## src/rtl/mem_port_arbiter.sv

```systemverilog
// Single-port RAM arbiter: load/store (D) wins over fetch (I), but a starvation
// counter forces I ahead once it has lost STARVE_MAX cycles in a row.
module mem_port_arbiter #(
  parameter int ADDR_W     = 30,
  parameter int RD_LATENCY = 1,
  parameter int STARVE_MAX = 4
) (
  input  logic              clk,
  input  logic              rst,
  input  logic              i_req,
  input  logic [ADDR_W-1:0] i_addr,
  output logic              i_gnt,
  output logic              i_rvalid,
  output logic [31:0]       i_rdata,
  input  logic              d_req,
  input  logic              d_we,
  input  logic [ADDR_W-1:0] d_addr,
  input  logic [3:0]        d_be,
  input  logic [31:0]       d_wdata,
  output logic              d_gnt,
  output logic              d_rvalid,
  output logic [31:0]       d_rdata,
  output logic              mem_en,
  output logic              mem_we,
  output logic [ADDR_W-1:0] mem_addr,
  output logic [3:0]        mem_be,
  output logic [31:0]       mem_wdata,
  input  logic [31:0]       mem_rdata
);
  localparam logic [3:0] STARVE_LIM = 4'(STARVE_MAX);

  logic [3:0]            starve_cnt;
  logic                  force_i;
  logic                  rd_issue;
  logic [RD_LATENCY:1]   vld_pipe;
  logic [RD_LATENCY:1]   own_pipe;  // 1 = read belongs to D

  // Grants are masked by rst so nothing reaches the RAM while reset is held.
  assign force_i  = (starve_cnt == STARVE_LIM);
  assign d_gnt    = !rst && d_req && !force_i;
  assign i_gnt    = !rst && i_req && (!d_req || force_i);
  assign rd_issue = i_gnt || (d_gnt && !d_we);

  assign mem_en    = i_gnt || d_gnt;
  assign mem_we    = d_gnt && d_we;
  assign mem_addr  = d_gnt ? d_addr : i_addr;
  assign mem_wdata = d_wdata;

  always_comb begin
    mem_be = 4'b0000;
    if (mem_we)      mem_be = d_be;
    else if (mem_en) mem_be = 4'b1111;
  end

  // Credit is forfeited whenever I drops its request.
  always_ff @(posedge clk or posedge rst) begin
    if (rst)                  starve_cnt <= '0;
    else if (!i_req || i_gnt) starve_cnt <= '0;
    else if (!force_i)        starve_cnt <= starve_cnt + 4'd1;
  end

  always_ff @(posedge clk or posedge rst) begin
    if (rst) begin
      vld_pipe <= '0;
      own_pipe <= '0;
    end else begin
      vld_pipe[1] <= rd_issue;
      own_pipe[1] <= d_gnt;
      for (int s = 2; s <= RD_LATENCY; s++) begin
        vld_pipe[s] <= vld_pipe[s-1];
        own_pipe[s] <= own_pipe[s-1];
      end
    end
  end

  assign i_rvalid = vld_pipe[RD_LATENCY] && !own_pipe[RD_LATENCY];
  assign d_rvalid = vld_pipe[RD_LATENCY] &&  own_pipe[RD_LATENCY];
  assign i_rdata  = mem_rdata;
  assign d_rdata  = mem_rdata;

endmodule

```

## config.mk

```make
export PLATFORM = sky130hd
export DESIGN_NAME = mem_port_arbiter
export DESIGN_NICKNAME = d
export VERILOG_FILES = /design/src/rtl/mem_port_arbiter.sv
export SDC_FILE = /design/constraint.sdc
export NUM_CORES = 1
export LEC_CHECK = 0
export BUFFER_PORTS_ARGS = -buffer_cell sky130_fd_sc_hd__buf_4
export CAP_MARGIN = 15
export CORE_AREA = 10 10 97 99
export DETAILED_ROUTE_END_ITERATION = 8
export DIE_AREA = 0 0 107 109
export PLACE_DENSITY_LB_ADDON = 0.1
export SYNTH_ARGS = -nofsm -noshare
export SYNTH_HDL_FRONTEND = slang
export SYNTH_SLANG_ARGS = --single-unit
```

## constraint.sdc

```tcl
create_clock -name clk -period 2 [get_ports clk]
set_input_delay 0.1 -clock clk [delete_from_list [all_inputs] [get_ports clk]]
set_output_delay 0.1 -clock clk [all_outputs]
set_load 0.03 [all_outputs]
```

Word-level counts from Yosys, hierarchy flattened --
Cells that the tools add are included.
Word-level totals: input bits 133, output and inout port bits 136, register bits 6, word-level logic and storage cells 29
Cells by class: eq/ne operators 2, multiplexer cells 5, reductions and logical operators 18, $add $sub $neg 1
Operators by type and width (count):
- two-way mux 30 bit | 1
- two-way mux 4 bit | 4
- logical AND 1 bit | 8
- logical NOT 1 bit | 6
- adder 4 x 1 -> 4 bit, second input constant | 1
- == test 4 x 3 -> 1 bit, second input constant | 1
- logical OR 1 bit | 4
- inequality test 2 x 1 -> 1 bit, second input constant | 1

Logic depth before layout (Yosys ltp) --
word-level depth 6, mapped depth 6

Worst setup path before layout --
OpenSTA, ideal clock, no wires.
kind register -> output, start point register starve_cnt[0], end point output mem_be[0], slack 0.032 ns, data arrival time 1.868 ns, cell stages (with the launch flop) 6, cell sequence dfrtp_1 -> inv_1 -> ha_1 -> and3b_1 -> o21ai_1 -> o21a_1
Between the ends: cells in the longest elaborated chain, start to end 6
RTL lines:
- from (decl) | RTL line 32 | logic [3:0] starve_cnt;
- from (signal assigned) | RTL line 59 | else if (!force_i) starve_cnt <= starve_cnt + 4'd1;
- == test 4 x 3 -> 1 bit * | RTL line 39 | assign force_i = (starve_cnt == STARVE_LIM);
- logical OR 1 bit or logical NOT 1 bit (tied branches)
- logical AND 1 bit, on equally long branches | RTL line 41, 40
- logical OR 1 bit * | RTL line 44 | assign mem_en = i_gnt || d_gnt;
- net mem_en | RTL line 23 | output logic mem_en,
- two-way mux 4 bit * | RTL line 52 | else if (mem_en) mem_be = 4'b1111;
- two-way mux 4 bit * | RTL line 51 | if (mem_we) mem_be = d_be;
- to (decl) | RTL line 26 | output logic [3:0] mem_be,
Mark *: on every way through the listed nets, which the timed path passes. The rest lies on a longest branch.

Worst setup path after layout --
start point register starve_cnt[0], end point output mem_addr[0]
Between the ends: cells in the longest elaborated chain, start to end 4
RTL lines:
- == test 4 x 3 -> 1 bit | RTL line 39
- logical NOT 1 bit
- logical AND 1 bit | RTL line 40 | assign d_gnt = !rst && d_req && !force_i;
- two-way mux 30 bit | RTL line 46 | assign mem_addr = d_gnt ? d_addr : i_addr;
- to (decl) | RTL line 25 | output logic [ADDR_W-1:0] mem_addr,
Every way passes these cells.

==> metrics.yaml <==
gr-total-overflow: 0
drt-pass1-iter-count: 4
ir_drop_v: 0.000175
die_x_um: 107
finalSetupViolCount: 0
holdWs_ns: 0.0753
regToRegEndpoint: "starve_cnt[3]"
finalClockSkew_ns: 0.0000419
pre_cts_ws_ns: 0.132
finalWorstSetupSlack_ns: 0.0784
slew_violations: 0
rows: 32
path_clk_slew_ns: 0.04
area_growth_pct: 24.1
rr_worst_depth: 7
dp_cells: 289
netlist_top_cells_count: "buf_4, mux2_4, dfrtp_1, inv_1"
synth-main-ff-cell: "dfrtp_1"
postSynthAreaPerCell_um2: 9.31
fmax_mhz: 520
r2r_start: "starve_cnt[0]"
crit_arrival_ns: 1.82
ys_seq_area_share_pct: 9.32
power.share.clock_pct: 21.8
clk-insertion-delay-late_ns: 0.22
grt_max_degree: 10
synth-seq-cells: 6
tns_ns: 0
cts_max_level: 1
synth_area_leaders: "buf_4, mux2_4, dfrtp_1"
leakagePower_nw: 1.10
yosysUniqueCellTypes: 26
grt_pass1_wl_um: 8190
postRouteAntennaNets: 0
drive_above_1_share_pct: 80.3
endpoint_kind: "output pin"
gp_congestion: 0.719
seqPwrFrac_pct: 15.5
min_period_over_period_pct: 96.1
startpoint_type: "flip-flop"
antenna_found_initial: 0
min_period_ns: 1.92
drv_cap: 0
p_comb_share_pct: 62.7
num_vias: 1161
r2r_slack_ns: 0.50
drt_iter0_markers: 16
fillers: 860
drcViolationCount: 0
synth_cells: 173
p_per_area_mw_per_mm2: 432
status: "finished clean"
critPathMaxFanout: 6
core_mm2: 0.00753
clockRootBuffer: "clkbuf_8"
wl_per_cell_um: 19.9
dp_hpwl_um: 5110
worst_pin_slew_ns: 0.263
n_antenna_cell: 0
dieArea_mm2: 0.0117
instances_no_fill: 300
yosysTopAreaCell: "buf_4"
intPower_w: 0.000541
synth_edf_count: 0
grtUsageTotal_pct: 9.27
power_w: 0.000864
start_util_pct: 21.4
cts_max_path_buffers: 2
yosysTopAreaCellShare_pct: 44.8
wl_um: 5970
yosys_warnings: 0
fp.dieH_um: 109
min_path_type: "primary input to async pin"
clock_sinks: 6
syn-num-nets: 308
pin_count: 269
switching_power_w: 0.000322
syn-cell-area_mm2: 0.00161
grt_pass1_vias: 1319
critPathKind: "flip-flop to output pin"
cts_buffers: 3
async_reset_ff_share_pct: 100
relSlewSlack_pct: 82.5
switching_share_pct: 37.3
cts_tree: "done"
via_per_inst: 3.87
finalHoldViolCount: 0
synth_most_common_cell: "buf_4"
required_ns: 1.90
final_nets: 335
io_buffers: 108
## critical path, cell delays in order (launching register included)
cell,delay [ns]
dfrtp_1,0.37
inv_1,0.08
ha_2,0.22
nand3b_4,0.11
nand3_4,0.17
buf_4,0.16
mux2_2,0.32
buf_4,0.17
## placed cells by master (no fill, tap or decap), types with 2 or more instances in the layout
| master | instances |
|---|---|
| clkbuf_8 | 3 |
| o21ai_0 | 2 |
| inv_1 | 5 |
| nand2b_1 | 2 |
| a21oi_1 | 2 |
| buf_4 | 117 |
| nor2_1 | 3 |
| dfrtp_1 | 6 |
| mux2_4 | 28 |
| buf_12 | 2 |
| and2_1 | 2 |
| nand3_4 | 2 |
| nand3_1 | 4 |
| mux2_2 | 2 |
| o21a_1 | 4 |
## cells by family after synthesis
kind of cell    after synthesis  share of synthesized area, %
fa+ha+maj                     2                          1.55
simple gates                 16                          7.23
buf+inv                     105                          48.3
flops                         6                          9.32
xor+xnor                      1                         0.544
compound gates               12                          4.90
mux                          31                          28.1
## what timing repair did
item | CTS | global route
gates resized for setup | 1 | 3
setup endpoints to repair | 26 | 27
hold buffers | 0 | 0
gates cloned | 1 | 1
buffers inserted | 5 | 1
pin swaps | 1 | 0
## registers in the layout, indices dropped and copies added, names as in the netlist
register	count
own_pipe	1
starve_cnt	4
vld_pipe	1
## per-layer routing
metal	track usage, %	vias up	share of wire [%]
li1	-	524	-
met1	8.43	492	32
met2	16.6	92	53
met3	4.48	53	8.8
met4	5.51	0	5.2
met5	0	-	0
## how the worst max path moves through the flow
stage / startpoint / end / slack [ns] / depth (start not counted)
3_3_place_gp: starve_cnt[0] / mem_addr[27] / 0.14 / 7
5_1_grt: starve_cnt[0] / mem_addr[0] / -0.007 / 7
4_1_cts: starve_cnt[0] / mem_be[2] / 0.03 / 6
2_1_floorplan: starve_cnt[0] / mem_be[0] / 0.03 / 5
3_5_place_dp: starve_cnt[0] / mem_addr[4] / 0.13 / 7
6_report: starve_cnt[0] / mem_addr[0] / 0.08 / 7
## area by class of cell
cell class,instances,area [µm²],share of cell area [%]
clock buffers,3,41.3,2.07
multi-input cells,63,706,35.3
well taps,102,128,6.39
repair buffers,121,955,47.8
flip-flops and latches,6,150,7.51
inverters,5,18.8,0.939
## power groups by stage
stage | combinational, W | clock [W] | sequential, W
2_1_floorplan | 0.000645 | 0 | 0.000136
3_3_place_gp | 0.000533 | 0 | 0.000136
3_5_place_dp | 0.000529 | 0 | 0.000136
4_1_cts | 0.000541 | 0.000195 | 0.000135
5_1_grt | 0.000574 | 0.000204 | 0.000135
6_report | 0.000542 | 0.000188 | 0.000134
## per-stage QoR
stage	utilization [%]	cell area, µm²
floorplan	-	1610
global placement	24.7	1860
detailed placement	24.7	1860
CTS	25.9	1950
global route	26.5	2000
finish	26.5	2000
No activity file was read; power rests on OpenSTA's default activity.
